[src/rtl/xfer_sequencer_pkg.sv]
`default_nettype none
// ============================================================================
// Module      : xfer_sequencer_pkg
// Description : State encodings, control-word layout and the state-to-control
//               decode shared by the A->B transfer sequencer.
// Revision    : 1.0 - initial release
// ============================================================================
package xfer_sequencer_pkg;

    localparam int A_DEPTH_DEFAULT = 8;
    localparam int B_DEPTH_DEFAULT = 4;
    localparam int CNT_W_DEFAULT   = 3;

    typedef enum logic [3:0] {
        ST_IDLE   = 4'd0,
        ST_START  = 4'd1,
        ST_FILL   = 4'd2,
        ST_REWIND = 4'd3,
        ST_OP0    = 4'd4,
        ST_OP1    = 4'd5,
        ST_OP2    = 4'd6,
        ST_DONE   = 4'd7,
        ST_ABORT  = 4'd8
    } state_e;

    typedef struct packed {
        logic in_ready;
        logic inc_a;
        logic clr_a;
        logic we_b;
        logic clr_b;
        logic alu_ld;
        logic busy;
        logic done;
        logic aborted;
    } ctrl_t;

    // Moore strobes for a state; the FILL-time write/increment is added at the top.
    function automatic ctrl_t decode_ctrl(input state_e st);
        ctrl_t c;
        c      = '0;
        c.busy = (st != ST_IDLE);
        case (st)
            ST_START: begin
                c.clr_a = 1'b1;
                c.clr_b = 1'b1;
            end
            ST_FILL:   c.in_ready = 1'b1;
            ST_REWIND: c.clr_a    = 1'b1;
            ST_OP0:    c.inc_a    = 1'b1;
            ST_OP1: begin
                c.inc_a  = 1'b1;
                c.alu_ld = 1'b1;
            end
            ST_OP2:    c.we_b     = 1'b1;
            ST_DONE:   c.done     = 1'b1;
            ST_ABORT: begin
                c.clr_a   = 1'b1;
                c.clr_b   = 1'b1;
                c.aborted = 1'b1;
            end
            default: ;
        endcase
        return c;
    endfunction

    function automatic logic is_abortable(input state_e st);
        return (st == ST_START)  || (st == ST_FILL) || (st == ST_REWIND) ||
               (st == ST_OP0)    || (st == ST_OP1)  || (st == ST_OP2);
    endfunction

endpackage : xfer_sequencer_pkg
`default_nettype wire

[src/rtl/xfer_sequencer_counter.sv]
`default_nettype none
// ============================================================================
// Module      : xfer_sequencer_counter
// Description : Saturating up-counter with synchronous clear and terminal flag.
// Revision    : 1.0 - initial release
// ============================================================================
module xfer_sequencer_counter
    import xfer_sequencer_pkg::*;
#(
    parameter int WIDTH = CNT_W_DEFAULT,
    parameter int MAX   = A_DEPTH_DEFAULT - 1
) (
    input  logic             clock_i,
    input  logic             reset_i,
    input  logic             inc_i,
    input  logic             clr_i,
    output logic [WIDTH-1:0] count_o,
    output logic             at_max_o
);

    logic [WIDTH-1:0] count_q;
    logic [WIDTH-1:0] count_d;

    assign at_max_o = (count_q == WIDTH'(MAX));
    assign count_o  = count_q;

    // Holding at MAX keeps the count meaningful until the next clear.
    always_comb begin
        count_d = count_q;
        if (clr_i) begin
            count_d = '0;
        end else if (inc_i && !at_max_o) begin
            count_d = count_q + WIDTH'(1);
        end
    end

    always_ff @(posedge clock_i) begin
        if (reset_i) begin
            count_q <= '0;
        end else begin
            count_q <= count_d;
        end
    end

endmodule : xfer_sequencer_counter
`default_nettype wire

[src/rtl/xfer_sequencer.sv]
`default_nettype none
// ============================================================================
// Module      : xfer_sequencer
// Description : Start/done/abort-controlled sequencer for one MemoryA fill
//               followed by pairwise ALU folding into MemoryB.
// Revision    : 1.0 - initial release
// ============================================================================
module xfer_sequencer
    import xfer_sequencer_pkg::*;
#(
    parameter int A_DEPTH = A_DEPTH_DEFAULT,
    parameter int B_DEPTH = B_DEPTH_DEFAULT,
    parameter int CNT_W   = CNT_W_DEFAULT
) (
    input  logic clock_i,
    input  logic reset_i,
    input  logic start_i,
    input  logic abort_i,
    input  logic in_valid_i,
    output logic in_ready_o,
    output logic incA_o,
    output logic weA_o,
    output logic clrA_o,
    output logic incB_o,
    output logic weB_o,
    output logic clrB_o,
    output logic alu_ld_o,
    output logic busy_o,
    output logic done_o,
    output logic aborted_o
);

    localparam int PAIR_W = (B_DEPTH > 1) ? $clog2(B_DEPTH) : 1;

    state_e           state_q;
    state_e           state_d;
    ctrl_t            ctrl_q;
    ctrl_t            ctrl_d;

    logic             w_accept;
    logic             w_fill_last;
    logic             w_pair_last;
    logic [CNT_W-1:0] w_fill_cnt;
    logic [PAIR_W-1:0] w_pair_cnt;
    logic             w_unused;

    // in_ready is registered from the state, so an accept needs only in_valid.
    assign w_accept = in_valid_i & ctrl_q.in_ready;

    xfer_sequencer_counter #(
        .WIDTH (CNT_W),
        .MAX   (A_DEPTH - 1)
    ) u_fill_cnt (
        .clock_i  (clock_i),
        .reset_i  (reset_i),
        .inc_i    (w_accept),
        .clr_i    (state_q == ST_START),
        .count_o  (w_fill_cnt),
        .at_max_o (w_fill_last)
    );

    xfer_sequencer_counter #(
        .WIDTH (PAIR_W),
        .MAX   (B_DEPTH - 1)
    ) u_pair_cnt (
        .clock_i  (clock_i),
        .reset_i  (reset_i),
        .inc_i    ((state_q == ST_OP2) && !w_pair_last),
        .clr_i    (state_q == ST_REWIND),
        .count_o  (w_pair_cnt),
        .at_max_o (w_pair_last)
    );

    assign w_unused = ^{w_fill_cnt, w_pair_cnt};

    always_comb begin
        state_d = state_q;
        unique case (state_q)
            ST_IDLE:   if (start_i && !abort_i) state_d = ST_START;
            ST_START:  state_d = ST_FILL;
            ST_FILL:   if (w_accept && w_fill_last) state_d = ST_REWIND;
            ST_REWIND: state_d = ST_OP0;
            ST_OP0:    state_d = ST_OP1;
            ST_OP1:    state_d = ST_OP2;
            ST_OP2:    state_d = w_pair_last ? ST_DONE : ST_OP0;
            ST_DONE:   state_d = ST_IDLE;
            ST_ABORT:  state_d = ST_IDLE;
            default:   state_d = ST_IDLE;
        endcase
        if (abort_i && is_abortable(state_q)) begin
            state_d = ST_ABORT;
        end
    end

    // Strobes are decoded from the next state so they line up with state_q.
    always_comb begin
        ctrl_d = decode_ctrl(state_d);
    end

    always_ff @(posedge clock_i) begin
        if (reset_i) begin
            state_q <= ST_IDLE;
            ctrl_q  <= '0;
        end else begin
            state_q <= state_d;
            ctrl_q  <= ctrl_d;
        end
    end

    assign in_ready_o = ctrl_q.in_ready;
    assign weA_o      = w_accept;
    assign incA_o     = ctrl_q.inc_a | w_accept;
    assign clrA_o     = ctrl_q.clr_a;
    assign incB_o     = ctrl_q.we_b;
    assign weB_o      = ctrl_q.we_b;
    assign clrB_o     = ctrl_q.clr_b;
    assign alu_ld_o   = ctrl_q.alu_ld;
    assign busy_o     = ctrl_q.busy;
    assign done_o     = ctrl_q.done;
    assign aborted_o  = ctrl_q.aborted;

endmodule : xfer_sequencer
`default_nettype wire

[config.mk]
export PLATFORM = sky130hd
export DESIGN_NAME = xfer_sequencer
export DESIGN_NICKNAME = d
export VERILOG_FILES = /design/src/rtl/xfer_sequencer_pkg.sv /design/src/rtl/xfer_sequencer_counter.sv /design/src/rtl/xfer_sequencer.sv
export SDC_FILE = /design/constraint.sdc
export NUM_CORES = 1
export LEC_CHECK = 0
export BUFFER_PORTS_ARGS = -buffer_cell sky130_fd_sc_hd__clkbuf_2
export CAP_MARGIN = 20
export CELL_PAD_IN_SITES_DETAIL_PLACEMENT = 0
export CELL_PAD_IN_SITES_GLOBAL_PLACEMENT = 1
export CORE_AREA = 5 5 59 61
export CTS_CLUSTER_DIAMETER = 200
export DETAILED_ROUTE_END_ITERATION = 7
export DIE_AREA = 0 0 64 66
export GPL_TIMING_DRIVEN = 0
export PLACE_DENSITY_LB_ADDON = 0.1
export SLEW_MARGIN = 40
export SYNTH_ARGS = -nofsm -noshare
export SYNTH_HDL_FRONTEND = slang
export SYNTH_SLANG_ARGS = --single-unit
[constraint.sdc]
create_clock -name clock_i -period 1.9 [get_ports clock_i]
set_clock_uncertainty 0.05 [all_clocks]
set_input_delay 0.38 -clock clock_i [delete_from_list [all_inputs] [get_ports clock_i]]
set_output_delay 0.38 -clock clock_i [all_outputs]
set_load 0.01 [all_outputs]
; ---- Word level (Yosys, flattened, before mapping)
; Cells that the tools add are included.
[totals]
register_bits = 18
out_inout_bits = 11
wordCells = 66
[op_classes]
addsub = 2
eq_ne = 16
mux = 13
bitwise_logic = 2
n_reduce_logical = 21
[ops]
columns = cell, n
row1 = 4-bit by 3-bit == test with 1-bit output (second input constant), 7
row2 = 4-bit one-hot mux with 7 select lines, 1
row3 = 4-bit by 2-bit == test with 1-bit output (second input constant), 4
row4 = 4-bit 2-to-1 mux, 3
row5 = 4-bit by 1-bit == test with 1-bit output (second input constant), 2
row6 = 1-bit 2-to-1 mux, 8
row7 = 2-bit OR reduction, 4
row8 = 1-bit logical AND, 6
row9 = 1-bit logical OR, 5
row10 = 4-bit == test (second input constant), 1
row11 = 4-bit logical NOT, 1
row12 = 4-bit nonzero test, 1
row13 = 3-bit by 1-bit adder with 3-bit output (second input constant), 1
row14 = 3-bit == test (second input constant), 1
row15 = 1-bit logical NOT, 3
row16 = 3-bit OR reduction, 1
row17 = 2-bit by 1-bit adder with 2-bit output (second input constant), 1
row18 = 2-bit == test (second input constant), 1
row19 = 2-bit 2-to-1 mux, 1
row20 = 1-bit AND, 1
row21 = 1-bit bitwise OR, 1

; ---- Depth between registers and ports, before layout
[depth]
depth_word = 11
ltp_mapped = 5

; ---- Hierarchy
; Synthesis repeated with hierarchy kept, for this count alone.
[hier_totals]
hier_cells = 86
hier_area_um2 = 867.1
[modules_own_cells]
columns = mod, n_inst, cells_each, area_each_um2
row1 = xfer_sequencer, 1, 66, 619.3
row2 = xfer_sequencer_counter (u_fill_cnt), 1, 12, 142.6
row3 = xfer_sequencer_counter (u_pair_cnt), 1, 8, 105.1

; ---- Least setup slack after synthesis
; Ideal clock, no wire load.
[synth_path]
kind = reg2reg
from = reg u_fill_cnt.count_q[0] (netlist: u_fill_cnt.count_o[0])
to = reg u_fill_cnt.count_q[1] (netlist: u_fill_cnt.count_o[1])
setup_time_ns = 0.114
arrival_time_ns = 1.190
t_required_ns = 1.736
slack_ns = 0.545
stages_incl_launch_ff = 6
synth_period_minus_slack_ns = 1.355
cell_sequence = dfxtp_1 ha_1 ha_1 nor2b_1 mux2i_1 nor2_1
[synth_between]
elab_chain_len = 3
[synth_lines]
columns = element, line_no
row1 = from (decl), xfer_sequencer_counter.sv:21  ; logic [WIDTH-1:0] count_q;
row2 = from (signal assigned), xfer_sequencer_counter.sv:41  ; count_q <= count_d;
row3 = branches (longest 3 deep; another with 3-bit by 1-bit adder with 3-bit output), --
; Parallel ways; which one is timed is not known.
; A chain may end at the register's enable or synchronous reset.

; ---- Worst setup path in the final report
[layout_path]
from = reg ctrl_q, in the netlist in_ready_o
to = out incA_o
[layout_between]
elab_chain_len = 2
[layout_lines]
columns = element, line_no
row1 = from (decl), xfer_sequencer.sv:37  ; ctrl_t ctrl_q;
row2 = from (signal assigned), xfer_sequencer.sv:106  ; ctrl_q <= ctrl_d;
row3 = 1-bit AND, xfer_sequencer.sv:48  ; assign w_accept = in_valid_i & ctrl_q.in_ready;
row4 = 1-bit bitwise OR, xfer_sequencer.sv:112  ; assign incA_o = ctrl_q.inc_a | w_accept;
row5 = to (decl), xfer_sequencer.sv:21  ; output logic incA_o,
; No other way between the ends.

==> metrics.txt <==
# TYPE chip_impl_metric gauge
chip_impl_info{name="run_status",value="finished, final reports clean"} 1
chip_impl_metric{name="worstPathMaxFanout",unit=""} 5
chip_impl_metric{name="stdcell_count",unit=""} 143
chip_impl_metric{name="synth_area",unit="um^2"} 883
chip_impl_metric{name="clockBufferDepth",unit=""} 2
chip_impl_metric{name="drt-total-wl",unit="um"} 1820
chip_impl_metric{name="vdd_drop_max",unit="V"} 0.000475
chip_impl_metric{name="cts_hold_repair.buffers",unit=""} 0
chip_impl_metric{name="final-setup-viol-count",unit=""} 0
chip_impl_info{name="most_frequent_cells_in_the_layout",value="dfxtp_1 (18), clkbuf_2 (15), nor2_1 (11)"} 1
chip_impl_metric{name="port_buffers",unit=""} 15
chip_impl_metric{name="postSynthCellCount",unit=""} 91
chip_impl_metric{name="grt_first_pass_wirelength",unit="um"} 3120
chip_impl_metric{name="fin_nets",unit=""} 119
chip_impl_metric{name="timing.final.max_slew_violations",unit=""} 0
chip_impl_metric{name="die_area",unit="um^2"} 4220
chip_impl_metric{name="place_area",unit="um^2"} 1000
chip_impl_metric{name="groute.usage.overall",unit="%"} 9.54
chip_impl_info{name="hold_path_end",value="state_q[0]$_SDFF_PP0_"} 1
chip_impl_metric{name="fin_crit_sh",unit="%"} 86.1
chip_impl_metric{name="gp_congestion",unit=""} 0.698
chip_impl_info{name="most_area_hungry_cell_type_in_the_yosys_netlist",value="dfxtp_1"} 1
chip_impl_metric{name="transition_time_of_the_tightest_slew_check_pin",unit="ps"} 376
chip_impl_info{name="hold_path_class",value="primary input to flop"} 1
chip_impl_metric{name="die-width",unit="um"} 64
chip_impl_info{name="tritoncts",value="done"} 1
chip_impl_metric{name="cts_buffers",unit=""} 3
chip_impl_metric{name="worst-r2r-cell-count",unit=""} 4
chip_impl_metric{name="dp_hpwl",unit="um"} 1360
chip_impl_info{name="worstReg2RegStart",value="state_q[2]$_SDFF_PP0_"} 1
chip_impl_metric{name="clkTransAtPathRegs",unit="ps"} 110
chip_impl_metric{name="hold_ws",unit="ps"} 330
chip_impl_metric{name="netSwitchingPower",unit="mW"} 0.159
chip_impl_metric{name="area_fraction_in_compound_gates_after_synthesis",unit="%"} 13.6
chip_impl_metric{name="seq_area_frac_synth",unit="%"} 40.8
chip_impl_metric{name="routed-via-count",unit=""} 691
chip_impl_info{name="startpoint_type_of_the_worst_setup_path",value="flop"} 1
chip_impl_metric{name="power.density_cell_area",unit="nW/um^2"} 665
chip_impl_metric{name="grt_overflow_total",unit=""} 0
chip_impl_metric{name="synth_fa_ha_area_share",unit="%"} 5.38
chip_impl_metric{name="finalSetupTns",unit="ps"} 0
chip_impl_metric{name="dr.first_iter.drc_count",unit=""} 14
chip_impl_metric{name="worst_skew_pair.late_latency",unit="ps"} 300
chip_impl_metric{name="rows",unit=""} 20
chip_impl_metric{name="timing.final.crit_period",unit="ps"} 1640
chip_impl_metric{name="post_synth_mux_area_share",unit="%"} 3.40
chip_impl_metric{name="fraction_of_power_consumed_by_the_clock_network",unit="%"} 34.2
chip_impl_metric{name="final_design_area_no_fill",unit="um^2"} 1040
chip_impl_info{name="ctsRootBufferMaster",value="clkbuf_4"} 1
chip_impl_metric{name="core_area",unit="um^2"} 2930
chip_impl_metric{name="max_cap_viol_count",unit=""} 0
chip_impl_metric{name="post_drt_via_cell_ratio",unit=""} 4.83
chip_impl_metric{name="placed_cells_incl_taps",unit=""} 139
chip_impl_info{name="reg2reg_to",value="in_ready_o$_SDFF_PP0_"} 1
chip_impl_info{name="mostFrequentLayoutCell",value="dfxtp_1"} 1
chip_impl_metric{name="die_h",unit="um"} 66
chip_impl_metric{name="floorplan.initialDensity",unit="%"} 30.2
chip_impl_metric{name="synth.net_count",unit=""} 99
chip_impl_metric{name="layout-drive-gt1-share",unit="%"} 32.7
chip_impl_metric{name="sequentialPowerShare",unit="%"} 56.2
chip_impl_metric{name="cts_post_setup_buffers_inserted",unit=""} 0
chip_impl_metric{name="fin_total_pwr",unit="mW"} 0.689
chip_impl_metric{name="cts_resized",unit=""} 0
chip_impl_metric{name="cell_internal_pwr",unit="mW"} 0.531
chip_impl_info{name="synth_top_cells_by_area",value="dfxtp_1 (41%), nor2_1 (4.7%), ha_1 (4.2%)"} 1
chip_impl_metric{name="synth_top_area_share",unit="%"} 40.8
chip_impl_metric{name="whs_path_depth",unit=""} 2
chip_impl_metric{name="pin_count_of_the_biggest_net_entering_global_routing",unit=""} 11
chip_impl_info{name="crit_path_end_kind",value="output pin"} 1
chip_impl_metric{name="switching_share",unit="%"} 23.0
chip_impl_metric{name="htreeDepth",unit=""} 1
chip_impl_metric{name="worst-endpoint-arrival",unit="ps"} 1210
chip_impl_metric{name="first_global_vias",unit=""} 670
chip_impl_metric{name="synth-xor-area-share",unit="%"} 2.97
chip_impl_metric{name="cts.sinks",unit=""} 18
chip_impl_metric{name="post_synth_num_cell_types",unit=""} 37
chip_impl_metric{name="num_antenna_cells",unit=""} 0
chip_impl_metric{name="avgRoutedWirePerCell",unit="um"} 12.7
chip_impl_metric{name="firstDrtPassIters",unit=""} 4
chip_impl_metric{name="finalHoldViolations",unit=""} 0
chip_impl_metric{name="p_leak",unit="nW"} 0.440
chip_impl_metric{name="yosys.area_share.simple",unit="%"} 27.9
chip_impl_metric{name="syn_area_per_cell",unit="um^2"} 9.71
chip_impl_info{name="rsz0062_at_grt",value="no"} 1
chip_impl_metric{name="combinationalPowerShare",unit="%"} 9.7
chip_impl_metric{name="post_synthesis_to_final_layout_area_growth",unit="%"} 17.3
chip_impl_metric{name="antenna_violation_net_count_after_detailed_routing",unit=""} 0
chip_impl_info{name="synth_top_family_by_area",value="simple AND/OR/NAND/NOR gates"} 1
chip_impl_info{name="worstSetupPathType",value="flop to output pin"} 1
chip_impl_metric{name="timing.max_slew.rel_slack",unit="%"} 74.8
chip_impl_metric{name="postSynthRegisterBits",unit=""} 18
chip_impl_metric{name="drc",unit=""} 0
chip_impl_metric{name="grt_antenna_before_repair",unit=""} 0
chip_impl_metric{name="floorplan.io_pins",unit=""} 16
chip_impl_metric{name="maxClockFrequency",unit="GHz"} 0.611
chip_impl_metric{name="synth.yosys.warnings",unit=""} 0
chip_impl_metric{name="worst_ep_required_time",unit="ps"} 1470
chip_impl_metric{name="reg2reg_slack",unit="ps"} 360
chip_impl_info{name="holdCritStartpoint",value="reset_i"} 1
-- metal layers --
| layer | routed length, um | vias to the layer above | part of all wire (%) | track usage, % |
|---|---|---|---|---|
| li1 | - | 358 | - | - |
| met1 | 891 | 320 | 49 | 11.7 |
| met2 | 831 | 11 | 46 | 15.3 |
| met3 | 75 | 2 | 4.1 | 3.57 |
| met4 | 21 | 0 | 1.2 | 3.12 |
| met5 | 0 | - | 0 | 0 |
-- kinds of logic (layout without fill, tap and decap cells) --
| logic type | Yosys count | after routing |
|---|---|---|
| flip-flops | 18 | 18 |
| adder cells (fa/ha/maj) | 4 | 4 |
| XOR/XNOR | 3 | 3 |
| multiplexers | 3 | 3 |
| AND/OR/NAND/NOR | 38 | 38 |
| AO/OA/AOI/OAI | 18 | 18 |
| buffers and inverters | 7 | 26 |
-- worst max-delay path, stage by stage (launching register included) --
cell      delay (ps)
dfxtp_1          330
and2_1           180
or2_2            280
clkbuf_2         130
-- cells in the mapped netlist --
cell type	number
buf_6	2
or2_2	1
o311a_1	1
and2_1	1
ha_1	3
nor2_1	11
a31o_2	1
o21a_1	1
and2b_1	1
xnor2_1	2
nor4_2	2
maj3_1	1
a32oi_1	1
o41ai_1	1
nor2_2	2
o21ai_1	2
nor2b_1	4
nor3_2	2
inv_1	2
o21ai_0	2
mux2i_1	3
nand2_1	2
and3_1	1
nand3_1	1
buf_4	3
a21oi_1	5
nand2b_4	2
nor3_1	3
a31oi_1	1
nor4_1	1
xor2_1	1
nand2b_1	2
a21o_1	2
or3_4	1
or4_4	1
o21ba_1	1
dfxtp_1	18
-- area by class of cell --
class                      count  area [um^2]
buffer                         5         45.0
sequential                    18          360
fill                         303         1890
clock buffer                   4         36.3
inverter                       2         7.51
multi-input combinational     66          470
timing repair buffer          15         75.1
tap                           33         41.3
-- worst max-delay path by stage --
stage	cells after the start	to	from	slack, ps
finish	3	incA_o	in_ready_o$_SDFF_PP0_	260
detailed placement	5	in_ready_o$_SDFF_PP0_	abort_i	360
global route	3	incA_o	in_ready_o$_SDFF_PP0_	190
floorplan	5	u_fill_cnt.count_o[1]$_SDFFE_PP0P_	u_fill_cnt.count_o[0]$_SDFFE_PP0P_	550
CTS	3	incA_o	in_ready_o$_SDFF_PP0_	230
global placement	5	in_ready_o$_SDFF_PP0_	abort_i	340
-- state kept, by name, indices dropped and copies added, names as in the netlist --
register	cells
clrA_o	1
busy_o	1
done_o	1
in_ready_o	1
incB_o	1
state_q	4
clrB_o	1
u_pair_cnt.count_o	2
aborted_o	1
alu_ld_o	1
u_fill_cnt.count_o	3
ctrl_q	1
-- power by group through the flow --
stage	registers (mW)	clock network (mW)	logic [mW]
global placement	0.396	0	0.0678
finish	0.387	0.235	0.0666
detailed placement	0.396	0	0.0670
CTS	0.388	0.254	0.0675
global route	0.389	0.266	0.0734
floorplan	0.399	0	0.0413
-- through the flow --
stage	worst slack (ps)	utilization [%]
4_1_cts	229	35.4
5_1_grt	190	35.4
2_1_floorplan	545	-
3_3_place_gp	338	34.1
3_5_place_dp	355	34.1
6_report	264	35.4
(Power assumes the default switching activity.)
